==> config.mk <==
export PLATFORM = sky130hd
export DESIGN_NAME = ibex_mem_arb
export DESIGN_NICKNAME = d
export VERILOG_FILES = /design/src/rtl/ibex_mem_arb.sv
export SDC_FILE = /design/constraint.sdc
export NUM_CORES = 1
export LEC_CHECK = 0
export ABC_AREA = 1
export BUFFER_PORTS_ARGS = -buffer_cell sky130_fd_sc_hd__buf_2
export CAP_MARGIN = 5
export CELL_PAD_IN_SITES_DETAIL_PLACEMENT = 1
export CELL_PAD_IN_SITES_GLOBAL_PLACEMENT = 2
export CORE_ASPECT_RATIO = 2
export CORE_UTILIZATION = 10
export CTS_CLUSTER_DIAMETER = 40
export DETAILED_ROUTE_END_ITERATION = 8
export PLACE_DENSITY_LB_ADDON = 0.3
export SKIP_LAST_GASP = 1
export SYNTH_ARGS = -nofsm -noshare
export SYNTH_HDL_FRONTEND = slang
export SYNTH_SLANG_ARGS = --single-unit
==> constraint.sdc <==
create_clock -name clk_i -period 1.8 [get_ports clk_i]
set_input_delay 0.18 -clock clk_i [delete_from_list [all_inputs] [get_ports clk_i]]
set_output_delay 0.18 -clock clk_i [all_outputs]
set_load 0.02 [all_outputs]
==> src/rtl/ibex_mem_arb.sv <==
`default_nettype none
// ============================================================================
// Module      : ibex_mem_arb
// Description : Arbiter that lets the Ibex instruction and data hosts share
//               one single-port SRAM with a fixed 1-cycle read latency.
//               - Round-robin arbitration between the two hosts.
//               - Full address decode; requests outside the RAM window get
//                 an error response and never reach the RAM.
//               - Each response is routed back to the host that issued it.
//               Optional build macro IBEX_MEM_ARB_PERF_CNT_EN enables a
//               saturating count of cycles the instruction host was stalled.
// Ports       : clk_i, rst_ni             clock, synchronous active-low reset
//               instr_req/gnt/addr        instruction request channel
//               instr_rvalid/rdata/err    instruction response channel
//               data_req/gnt/we/be/addr/wdata  data request channel
//               data_rvalid/rdata/err     data response channel
//               mem_req/we/be/addr/wdata  RAM request channel
//               mem_rvalid/rdata          RAM response channel
//               instr_stall_cnt_o         instruction stall cycle counter
// Revision    : 1.0 - initial release
// ============================================================================
module ibex_mem_arb #(
    parameter logic [31:0] MemStart = 32'h0000_0000,
    parameter int unsigned MemSize  = 65536,
    parameter logic [31:0] MemMask  = 32'(MemSize - 1)
) (
    input  logic        clk_i,
    input  logic        rst_ni,

    input  logic        instr_req_i,
    output logic        instr_gnt_o,
    input  logic [31:0] instr_addr_i,
    output logic        instr_rvalid_o,
    output logic [31:0] instr_rdata_o,
    output logic        instr_err_o,

    input  logic        data_req_i,
    output logic        data_gnt_o,
    input  logic        data_we_i,
    input  logic [3:0]  data_be_i,
    input  logic [31:0] data_addr_i,
    input  logic [31:0] data_wdata_i,
    output logic        data_rvalid_o,
    output logic [31:0] data_rdata_o,
    output logic        data_err_o,

    output logic        mem_req_o,
    output logic        mem_we_o,
    output logic [3:0]  mem_be_o,
    output logic [31:0] mem_addr_o,
    output logic [31:0] mem_wdata_o,
    input  logic        mem_rvalid_i,
    input  logic [31:0] mem_rdata_i,

    output logic [31:0] instr_stall_cnt_o
);

    localparam logic c_host_instr = 1'b0;
    localparam logic c_host_data  = 1'b1;

    logic        w_instr_win;
    logic        w_data_win;
    logic        w_grant;
    logic [31:0] w_addr;
    logic        w_oor;
    logic        w_resp;
    logic        w_instr_resp;
    logic        w_data_resp;
    logic        w_unused_rvalid;

    logic        r_last;
    logic        r_pend;
    logic        r_owner;
    logic        r_oor;

    // Responses are a fixed one cycle after the grant, so the RAM's own
    // valid strobe carries no extra information.
    assign w_unused_rvalid = mem_rvalid_i;

    // Under contention the host that did not win last time gets the slot.
    // Grants are gated by reset so nothing leaves the block while held.
    assign w_instr_win = rst_ni & instr_req_i & (~data_req_i | (r_last == c_host_data));
    assign w_data_win  = rst_ni & data_req_i  & (~instr_req_i | (r_last == c_host_instr));
    assign w_grant     = w_instr_win | w_data_win;

    assign instr_gnt_o = w_instr_win;
    assign data_gnt_o  = w_data_win;

    assign w_addr = w_data_win ? data_addr_i : instr_addr_i;
    assign w_oor  = (w_addr & ~MemMask) != MemStart;

    always_comb begin
        mem_req_o   = 1'b0;
        mem_we_o    = 1'b0;
        mem_be_o    = 4'h0;
        mem_addr_o  = 32'h0;
        mem_wdata_o = 32'h0;
        if (w_grant) begin
            // Out-of-range accesses are granted but never touch the RAM.
            mem_req_o  = ~w_oor;
            mem_addr_o = w_addr;
            if (w_data_win) begin
                mem_we_o    = data_we_i;
                mem_be_o    = data_be_i;
                mem_wdata_o = data_wdata_i;
            end else begin
                mem_we_o    = 1'b0;
                mem_be_o    = 4'hF;
                mem_wdata_o = 32'h0;
            end
        end
    end

    always_ff @(posedge clk_i) begin
        if (!rst_ni) begin
            r_last  <= c_host_instr;
            r_pend  <= 1'b0;
            r_owner <= c_host_instr;
            r_oor   <= 1'b0;
        end else begin
            r_pend <= w_grant;
            if (w_grant) begin
                r_last  <= w_data_win;
                r_owner <= w_data_win;
                r_oor   <= w_oor;
            end
        end
    end

    // A reset arriving while a response is pending suppresses it at once.
    assign w_resp       = rst_ni & r_pend;
    assign w_instr_resp = w_resp & (r_owner == c_host_instr);
    assign w_data_resp  = w_resp & (r_owner == c_host_data);

    assign instr_rvalid_o = w_instr_resp;
    assign instr_err_o    = w_instr_resp & r_oor;
    assign instr_rdata_o  = (w_instr_resp & ~r_oor) ? mem_rdata_i : 32'h0;

    assign data_rvalid_o  = w_data_resp;
    assign data_err_o     = w_data_resp & r_oor;
    assign data_rdata_o   = (w_data_resp & ~r_oor) ? mem_rdata_i : 32'h0;

`ifdef IBEX_MEM_ARB_PERF_CNT_EN
    logic [31:0] r_stall_cnt;

    always_ff @(posedge clk_i) begin
        if (!rst_ni) begin
            r_stall_cnt <= 32'h0;
        end else if (instr_req_i && !instr_gnt_o && (r_stall_cnt != 32'hFFFF_FFFF)) begin
            r_stall_cnt <= r_stall_cnt + 32'h1;
        end
    end

    assign instr_stall_cnt_o = rst_ni ? r_stall_cnt : 32'h0;
`else
    assign instr_stall_cnt_o = 32'h0;
`endif

endmodule
`default_nettype wire

# After elaboration in Yosys (flattened, before gate mapping)
# Cells that the tools add are included.
# totals
input_bits	138
register_bits	3
output_inout_bits	172
# classes
n_mux	11
n_bitwise	19
reduce_logical	1
# op_table
op	count
$mux W32	6
$reduce_bool A32 Y1	1
$and A1 B1 Y1	11
$mux W4	2
$not A1 Y1	5
$mux W1	3
$or A1 B1 Y1	3

# Depth between registers and ports, before layout
# Gate-level depths: netlist of run 1.
# depth
word_depth	7
ltp_mapped	11
mapped_depth_nobuf	10

# Worst setup path before layout of run 1
# Ideal clock, no wire load.
# synth_timing
kind	register to output
startpoint	register r_owner
endpoint	output instr_rdata_o[10]
path_stages_with_launch	5
path_slack_ns	-0.010
t_arrival_ns	1.630
t_required_ns	1.620
path_cell_list	dfxtp_1 -> nor3_1 -> nand2_1 -> buf_2 -> nor2_1
# synth_via
elab_chain_len	4
# synth_rtl
element	line	rtl
start, declared	73	logic r_owner;
start signal, assigned	118	r_owner <= c_host_instr;
start signal, assigned	124	r_owner <= w_data_win;
$not A1 Y1	132	assign w_instr_resp = w_resp & (r_owner == c_host_instr);
$and A1 B1 Y1	132	
net instr_rvalid_o	33	output logic instr_rvalid_o,
$and A1 B1 Y1	137	assign instr_rdata_o = (w_instr_resp & ~r_oor) ? mem_rdata_i : 32'h0;
$mux W32	137	
end, declared	34	output logic [31:0] instr_rdata_o,
# The timed path passes the listed nets, and every way through them passes these cells.

==> key figures, run 1 <==
Clock tree
  • # hold bufs at CTS: 0
  • CTS clk-pin slew, worst paths: approximately 30 ps
  • CTS tree: built
  • CTS buffer count: 3
  • Clock Latency Late Sink: ~220 ps
  • CTS Root Cell: clkbuf_16
  • Max clock buf depth: 2
  • H-tree levels: 1
  • Clk sinks: 3

STA
  • Max Clock Skew: about 1.1 ps
  • Final Cycle Share: 99.7%
  • Endpoints failing setup: 0
  • Fin crit period: 1800 ps
  • RSZ-0062 raised after global routing: true
  • Max-slew violations: 0
  • Fmax: around 0.56 GHz
  • Final Hold Viols: 0

Floorplanning
  • Rows: just under 70
  • Core Footprint: approximately 0.018 mm²
  • Die X: 96.8 µm
  • Die area: between 0.015 and 0.02 mm²
  • Die Span Y: between 150 and 200 µm
  • Top-level I/O count: 310
  • Starting density of the core: roughly 10%

GRT
  • Pin count of the biggest net entering global routing: 33
  • Number of global-route vias before repair: approximately 3300
  • First-pass GRT wire length: around 16000 µm
  • Total grt overflow: 0
  • GRT Total Usage: around 11%
  • Initial antenna violation count: 1

Place
  • Placed cells: 869
  • Placer Congestion: approximately 0.73
  • HPWL after DPL: 9270 µm
  • IO Port Bufs: 276
  • Post-DP Area: 0.00332 mm²

Hold path
  • Worst hold start: rst_ni
  • Hold Crit Class: primary input to flip-flop

Routing
  • DRC marker count from the first detailed-route iteration: between 40 and 50
  • Final antenna-violating net count: 0
  • Post-route DRC: 0
  • Avg Vias per Cell: roughly 3.6
  • WL per Instance: approximately 13 µm
  • Vias: around 3200
  • First-pass DRT Iterations: 4
  • Routed WL: around 11000 µm

Worst setup path
  • R2R setup slack: around 180 ps
  • CP delay by family, top: simple AND/OR/NAND/NOR gates
  • Reg2reg end: r_oor$_SDFFE_PN0P_
  • Worst path slowest cell: dfxtp_4
  • Worst setup endpoint: mem_req_o
  • Beginning of the worst register-to-register path: r_owner$_SDFFE_PN0P_
  • Crit path max fanout: 8
  • Buffer and inverter count on the worst path: 2
  • Data required time at the worst endpoint: around 1600 ps
  • CP Data Arrival Time: ~1600 ps
  • CP peak stage delay: around 370 ps
  • CP Cell Sequence: nand2_8 -> nand2_8 -> buf_8 -> nand2_1 -> nand2_2 -> nand2_2 -> nor2_4 -> nand3_2 -> nor2_4 -> buf_6
  • Critical path class: flip-flop to output pin
  • R2r worst-path depth: 13
  • Critical Path End Type: output pin
  • Crit path depth: 10
  • Startpoint Class: flip-flop
  • Worst setup path startpoint: r_owner$_SDFFE_PN0P_

Outcome
  • Outcome: finished clean

Logic synthesis
  • Post-synthesis cell count: a little under 400
  • Mux share of post-synthesis cell area: 0%
  • Compound-gate portion of the synthesized area: between 7 and 8%
  • Netlist cell types: 26
  • Largest family of logic cells by synthesized area: simple AND/OR/NAND/NOR gates
  • Mean Syn Cell Area: between 4 and 5 µm²
  • Sequential element share of the synthesized area: about 3.3%
  • XOR/XNOR share of the synthesized area: 0%
  • Synthesized-area fraction occupied by adder cells: 0%
  • Yosys reg bits: 3
  • Synth Area in Simple Gates: 50.3%
  • Synth warn: 0
  • Cell area after synthesis: between 0.0015 and 0.002 mm²

Layout
  • Final Non-Filler Cells: between 800 and 900
  • Fraction of layout cells with a size suffix above 1: between 50% and 60%
  • Fin nets: roughly 800
  • Most common cell after layout, fill and taps aside: buf_2
  • Core Util, Final: roughly a fifth
  • Most frequent cells in the layout: buf_2, nor2_1, inv_1, nand2_1, conb_1
  • Area Overhead vs Synth: 109%
  • Final Cell Area: approximately 0.0038 mm²

Pwr
  • Worst VDD drop: about 210 µV
  • Power per cell area: approximately 370 mW/mm²
  • Leak pwr: between 0.002 and 0.003 µW

Run
  • Max-Cap Viols: 0
==> per-stage QoR <==
step / TNS (ps) / hold WS [ps] / setup WS [ps] / total power [µW]
4_1_cts: -49.8 / 244 / -49.8 / 1330
3_3_place_gp: 0 / 475 / 93.2 / 919
5_1_grt: -163 / 267 / -102 / 1480
3_5_place_dp: 0 / 475 / 47.3 / 932
6_report: 0 / 246 / 4.75 / 1370
2_1_floorplan: 0 / 322 / 65.7 / 626
==> worst min path at each step <==
stage	to	slack [ps]	cells after the start
floorplan	r_oor$_SDFFE_PN0P_	320	2
global placement	r_oor$_SDFFE_PN0P_	480	3
detailed placement	r_oor$_SDFFE_PN0P_	470	3
CTS	r_oor$_SDFFE_PN0P_	240	3
global route	r_oor$_SDFFE_PN0P_	270	3
finish	r_oor$_SDFFE_PN0P_	250	3
==> power by group <==
group | total [µW] | switching, µW | internal, µW | leakage (µW)
clock | 355 | 62.9 | 293 | 0.0000382
combinational | 940 | 586 | 354 | 0.00256
sequential | 77.5 | 5.04 | 72.4 | 0.0000257
==> cells by family after synthesis <==
logic type	after synthesis
buf+inv	140
flops	3
compound gates	27
other cells	1
simple gates	218
==> synthesized netlist by cell type <==
cell      count  share of area, %
buf_4        32                13
nor3_1        2              0.56
nor3_2        1              0.56
conb_1        1              0.21
buf_6         1              0.63
o21ai_2       2              0.98
nand3b_1      4               1.7
nor2_1      117                24
clkinv_4      1              0.49
nand2_2       7               2.4
nor4_1        2              0.70
o21ai_1       1              0.28
buf_12        1               1.1
inv_1        88                18
dfxtp_1       3               3.3
buf_2        10               2.8
nand3_1       6               1.7
clkbuf_1      5               1.0
nand2_4       1              0.63
nand2_1      74                15
nor2_2        3               1.0
o21ai_0       4               1.1
buf_1         1              0.21
inv_2         1              0.21
nand2_8       1               1.1
a21oi_1      20               5.6
==> tightest hold or removal path, delay by kind of cell <==
kind                   cells  cell delay (ps)
AOI/OAI and AO/OA          1               70
buffers and inverters      1              130
and+or+nand+nor            1               40
==> state kept, by name, summed over array words and instances, names as in the netlist <==
name	count
r_owner	1
r_pend	1
r_oor	1
==> metal layers <==
layer,wire length (µm),vias to the layer above,global-route usage [%]
met4,103,0,1.84
met3,700,6,1.94
li1,-,1616,-
met1,3600,1406,9.95
met2,6790,177,23.8
met5,0,-,0
==> cell type report <==
| class | count | area [µm²] |
|---|---|---|
| Timing Repair Buffer | 301 | 1720 |
| Tap cell | 213 | 267 |
| Inverter | 90 | 345 |
| Antenna cell | 1 | 2.50 |
| Multi-Input combinational cell | 278 | 1280 |
| Sequential cell | 3 | 63.8 |
| Fill cell | 2360 | 13900 |
| Clock buffer | 4 | 78.8 |
==> what timing repair did <==
item | 4_1_cts | 5_1_grt
gates cloned | 1 | 1
endpoints found under the setup margin | 59 | 69
buffers inserted | 8 | 8
resized for setup | 15 | 42
pin swaps | 8 | 12
No activity file was read; power rests on OpenSTA's default activity.
==> inputs of run 2 (changes only) <==
--- a/config.mk
+++ b/config.mk
@@ -10,11 +10,11 @@
 export CAP_MARGIN = 5
 export CELL_PAD_IN_SITES_DETAIL_PLACEMENT = 1
 export CELL_PAD_IN_SITES_GLOBAL_PLACEMENT = 2
-export CORE_ASPECT_RATIO = 2
+export CORE_ASPECT_RATIO = 0.5
 export CORE_UTILIZATION = 10
 export CTS_CLUSTER_DIAMETER = 40
 export DETAILED_ROUTE_END_ITERATION = 8
-export PLACE_DENSITY_LB_ADDON = 0.3
+export PLACE_DENSITY = 0.88
 export SKIP_LAST_GASP = 1
 export SYNTH_ARGS = -nofsm -noshare
 export SYNTH_HDL_FRONTEND = slang
==> key figures, run 2 (same netlist as run 1, synthesis figures left out) <==
Place
  • Placer Congestion: 0.766
  • IO Port Bufs: between 200 and 300
  • HPWL after DPL: ~9000 µm
  • Pre-CTS WS: -1.58 ps

Pwr
  • Worst VDD drop: ~180 µV
  • P_int: just under 700 µW
  • Clock network fraction of design power: a little over a quarter
  • Sw Pwr: between 600 and 700 µW
  • Sequential Power Share: under 10%
  • Sw Share: just under 50%
  • Combinational power share: 67.2%
  • Final Power: between 1000 and 1500 µW
  • Leak pwr: between 0.002 and 0.003 µW
  • Power per cell area: 370 mW/mm²

GRT
  • Total grt overflow: 0
  • Initial antenna violation count: 0
  • GRT Total Usage: a little over a tenth
  • Pin count of the biggest net entering global routing: 30
  • Number of global-route vias before repair: between 3000 and 4000
  • First-pass GRT wire length: ~16000 µm

Clock tree
  • H-tree levels: 1
  • # hold bufs at CTS: 0
  • CTS clk-pin slew, worst paths: approximately 30 ps
  • CTS tree: built
  • Max clock buf depth: 2
  • Clock Latency Late Sink: 220 ps
  • Clk sinks: 3
  • CTS buffer count: 3
  • CTS Root Cell: clkbuf_16

STA
  • Endpoints failing setup: 0
  • RSZ-0062 raised after global routing: true
  • Final Hold Viols: 0
  • Fmax: around 0.56 GHz
  • Fin crit period: ~1800 ps
  • Final Cycle Share: 99.8%
  • Max Clock Skew: 1.60 ps
  • Max-slew violations: 0
  • Worst Slack Setup Final: a little over 3 ps
  • Final setup TNS: 0 ps

Routing
  • Post-route DRC: 0
  • Vias: a little over 3000
  • Avg Vias per Cell: 3.40
  • DRC marker count from the first detailed-route iteration: between 60 and 70
  • WL per Instance: around 12 µm
  • Final antenna-violating net count: 0
  • Routed WL: roughly 10000 µm
  • First-pass DRT Iterations: 6

Worst setup path
  • R2r worst-path depth: 8
  • Critical path class: flip-flop to output pin
  • Data required time at the worst endpoint: between 1500 and 2000 ps
  • Reg2reg end: r_oor$_SDFFE_PN0P_
  • Startpoint Class: flip-flop
  • Crit path max fanout: 11
  • Beginning of the worst register-to-register path: r_owner$_SDFFE_PN0P_
  • R2R setup slack: 350 ps
  • Critical Path End Type: output pin
  • CP Data Arrival Time: roughly 1600 ps

Layout
  • Fill count: about 2300
  • Most common cell after layout, fill and taps aside: buf_2
  • Diode count: 0
  • Sequential cell area: about 64 µm²
  • Fraction of layout cells with a size suffix above 1: about half
  • Leading registers by flop count: r_oor: 1 flops, r_owner: 1 flops, r_pend: 1 flops
  • Fin nets: 805
  • Area Overhead vs Synth: 99.1%
  • Most frequent cells in the layout: buf_2, nor2_1, inv_1, nand2_1, conb_1
  • Multi-input logic area: 0.00123 mm²

Hold path
  • Hold Crit Class: primary input to flip-flop
  • Hold path cells: 3
  • Hold Crit Endpoint: r_oor$_SDFFE_PN0P_
  • Worst hold start: rst_ni

Floorplanning
  • Top-level I/O count: between 300 and 400
  • Die Span Y: around 97 µm
  • Rows: 34
  • Core Footprint: between 0.015 and 0.02 mm²
  • Die X: ~190 µm
  • Starting density of the core: approximately a tenth
  • Die area: 0.0185 mm²

Run
  • Max-Cap Viols: 0

Outcome
  • Outcome: finished clean
run 2: layout make-up:
type,count,share of cell area (%)
tap,234,8.18
timing repair buffer,291,43.8
sequential,3,1.78
inverter,90,9.65
multi-input combinational,278,34.4
clock buffer,4,2.20
run 2: worst max-delay path, cell delays in order, from the launching register on:
cell and delay (ps):
dfxtp_4 370, nand2_8 110, nand2_4 130, nand2_1 80, o21ai_0 160, nor2_4 180, nand3_1 90, nor2_1 110
buf_4 150
run 2: routing by layer:
layer  GRT usage [%]  vias to the layer above  wire length (µm)
li1                -                     1597                 -
met1            12.3                     1377              4220
met2            20.8                       78              5750
met3            1.23                        8               340
met4            2.99                        0               140
met5               0                        -                 0
run 2: per-stage QoR:
stage / cells / util [%] / hold slack, ps / area, µm²
final: 900 / 20.5 / 269 / 3580
after global routing: 900 / 20.5 / 277 / 3580
after CTS: 898 / 20.1 / 268 / 3510
after detailed placement: 892 / 19.2 / 495 / 3360
after global placement: 892 / 19.2 / 477 / 3360
after floorplan: 420 / - / 322 / 1920
run 2: power groups by stage:
stage	clock [µW]	combinational [µW]	sequential (µW)
2_1_floorplan	0	549	77.1
3_3_place_gp	0	834	77.9
3_5_place_dp	0	849	78.2
4_1_cts	361	877	77.8
5_1_grt	370	971	79.6
6_report	356	888	78.6
run 2: worst max-delay path by stage:
| stage | from | endpoint | depth (start not counted) |
|---|---|---|---|
| after floorplan | r_owner$_SDFFE_PN0P_ | data_rdata_o[10] | 5 |
| after global placement | r_owner$_SDFFE_PN0P_ | mem_req_o | 9 |
| after detailed placement | r_owner$_SDFFE_PN0P_ | mem_req_o | 9 |
| after CTS | r_owner$_SDFFE_PN0P_ | mem_req_o | 8 |
| after global routing | r_owner$_SDFFE_PN0P_ | mem_req_o | 10 |
| final | r_owner$_SDFFE_PN0P_ | mem_req_o | 8 |
run 2: timing repair:
action | 4_1_cts | 5_1_grt
pin swaps | 1 | 6
buffers inserted | 0 | 2
resized for setup | 8 | 18
cloned | 2 | 0
endpoints found under the setup margin | 17 | 13
==> inputs of run 3 (changes only) <==
--- a/config.mk
+++ b/config.mk
@@ -5,7 +5,6 @@
 export SDC_FILE = /design/constraint.sdc
 export NUM_CORES = 1
 export LEC_CHECK = 0
-export ABC_AREA = 1
 export BUFFER_PORTS_ARGS = -buffer_cell sky130_fd_sc_hd__buf_2
 export CAP_MARGIN = 5
 export CELL_PAD_IN_SITES_DETAIL_PLACEMENT = 1
==> key figures, run 3 <==
Routing
  • WL met3: 518 µm
  • Post-route DRC: 0
  • Vias: ~2600
  • First-pass DRT Iterations: 4
  • WL per Instance: 12.5 µm
  • WL met2: between 4000 and 5000 µm
  • Avg Vias per Cell: 3.64
  • Max Used Layer: met4
  • Post-Route M1 WL: 3530 µm
  • DRC marker count from the first detailed-route iteration: 55
  • Routed WL: around 9100 µm
  • Final antenna-violating net count: 0

GRT
  • Pin count of the biggest net entering global routing: around 50
  • First-pass GRT wire length: 13200 µm
  • Initial antenna violation count: 0
  • GRT Total Usage: 9.96%
  • Number of global-route vias before repair: around 2500
  • Total grt overflow: 0

Clock tree
  • CTS buffer count: 3
  • # hold bufs at CTS: 0
  • Max clock buf depth: 2
  • Clock Latency Late Sink: about 220 ps
  • H-tree levels: 1
  • Clk sinks: 3
  • Setup bufs post-CTS: 0
  • CTS tree: built
  • CTS Root Cell: clkbuf_16
  • CTS clk-pin slew, worst paths: 30 ps

Worst setup path
  • CP peak stage delay: 350 ps
  • Startpoint Class: flip-flop
  • Buffer and inverter count on the worst path: 2
  • CP Data Arrival Time: between 1500 and 2000 ps
  • CP Cell Sequence: nand2_1 -> nand3_2 -> buf_4 -> a211oi_2 -> o211a_1 -> buf_4
  • R2R setup slack: between 500 and 600 ps
  • Crit path max fanout: 16
  • CP dominant cell by count: buf_4
  • Critical Path End Type: output pin
  • CP delay by family, top: compound AO/OA/AOI/OAI gates
  • Data required time at the worst endpoint: around 1600 ps
  • Critical path class: flip-flop to output pin
  • Worst path slowest cell: dfxtp_4

Pwr
  • Worst VDD drop: between 150 and 200 µV
  • Leak pwr: around 0.002 µW
  • Power per cell area: ~340 mW/mm²

Place
  • IO Port Bufs: 276
  • HPWL after DPL: between 7000 and 8000 µm
  • Placer Congestion: 0.774
  • Placed cells: 720

Logic synthesis
  • Sequential element share of the synthesized area: under 10%
  • Mean Syn Cell Area: ~6.3 µm²
  • Most frequent cell after synthesis: and2_1
  • Largest area contributor in the netlist: and2_1
  • Yosys reg bits: 3
  • EDFF count, synth: 0
  • Most frequent cells after synthesis: and2_1, buf_4, nand2_1
  • Fraction of registers with async set/reset: 0%
  • Top post-synthesis cells by area: and2_1, buf_4, a22o_1
  • Synth warn: 0
  • Netlist cell types: 32
  • Main synth FF type: dfxtp_1
  • Synth top area share: between 30% and 40%
  • Cell area after synthesis: 0.00160 mm²
  • Post-synthesis cell count: roughly 250

STA
  • Max-slew violations: 0
  • Endpoints failing setup: 0
  • Fmax: 0.593 GHz
  • Final setup TNS: 0 ps
  • RSZ-0062 raised after global routing: false
  • Final Hold Viols: 0
  • Max Clock Skew: ~1.6 ps
  • Final Cycle Share: 93.7%
  • Fin crit period: 1690 ps

Floorplanning
  • Core Footprint: between 0.015 and 0.02 mm²
  • Rows: 32
  • Starting density of the core: approximately a tenth
  • Top-level I/O count: 310
  • Die Span Y: 91.5 µm
  • Die area: approximately 0.017 mm²
  • Die X: 181 µm

Layout
  • Fin nets: roughly 660
  • Area Overhead vs Synth: 100%
  • Multi-input logic area: approximately 0.0013 mm²
  • Final Non-Filler Cells: slightly above 700
  • Fill count: slightly above 2000
  • Most common cell after layout, fill and taps aside: buf_2
  • Core Util, Final: about a fifth
  • Sequential cell area: 63.8 µm²
  • Fraction of layout cells with a size suffix above 1: between 50 and 60%
  • Leading registers by flop count: r_oor: 1 flops, r_owner: 1 flops, r_pend: 1 flops
  • Most frequent cells in the layout: buf_2, and2_1, conb_1, nand2_1, a22o_1

Outcome
  • Outcome: finished clean

Hold path
  • Hold Crit Class: primary input to flip-flop

Run
  • Max-Cap Viols: 0
[run 3: cell type report]
class                   instances  area share [%]
diodes                          1          0.0782
multi-input cells             228            41.0
flip-flops and latches          3            1.99
inverters                       2           0.235
repair buffers                283            46.2
clock buffers                   4            2.46
well taps                     204            7.97
[run 3: metrics by stage]
step,hold WS (ps),setup slack [ps],instance area (µm²),total power (µW)
after floorplan,368,339,1720,494
after global placement,515,270,3100,736
after detailed placement,520,229,3100,746
after CTS,287,5.70,3180,1100
after global routing,292,3.25,3200,1170
final,278,114,3200,1100
[run 3: worst register-to-register path, stage by stage, from the launching register on]
cell and delay [ps]:
dfxtp_4 350, nand2_1 70, nand3_2 90, buf_4 200, a211oi_2 250, o211ai_1 120
[run 3: power by group]
group,total (µW),switching [µW],internal [µW]
clock,350,58.0,292
sequential,78.2,5.93,72.3
combinational,670,404,265
[run 3: routing by layer]
metal	GRT usage (%)	vias up
li1	-	1301
met3	1.40	6
met2	19.9	113
met1	11.2	1217
met5	0	-
met4	1.64	0
[run 3: timing repair]
item                       4_1_cts  5_1_grt
pin swaps                        1        2
setup endpoints to repair        1       12
gates resized for setup          0        6
[run 3: path summary, 6_finish.rpt]
| path | startpoint | to | depth (start not counted) |
|---|---|---|---|
| worst max-delay path | r_owner$_SDFFE_PN0P_ | mem_req_o | 6 |
| worst min-delay path | rst_ni | r_owner$_SDFFE_PN0P_ | 2 |
| worst min register to register | r_owner$_SDFFE_PN0P_ | r_owner$_SDFFE_PN0P_ | 2 |
| worst max register to register | r_owner$_SDFFE_PN0P_ | r_oor$_SDFFE_PN0P_ | 5 |
[run 3: cell families (layout without fill, tap and decap cells)]
family	Yosys count	in the layout	synth area share, %
AO/OA/AOI/OAI	40	40	18.6
buffers and inverters	53	289	22.0
flip-flops	3	3	3.75
other	1	33	0.234
AND/OR/NAND/NOR	156	156	55.4
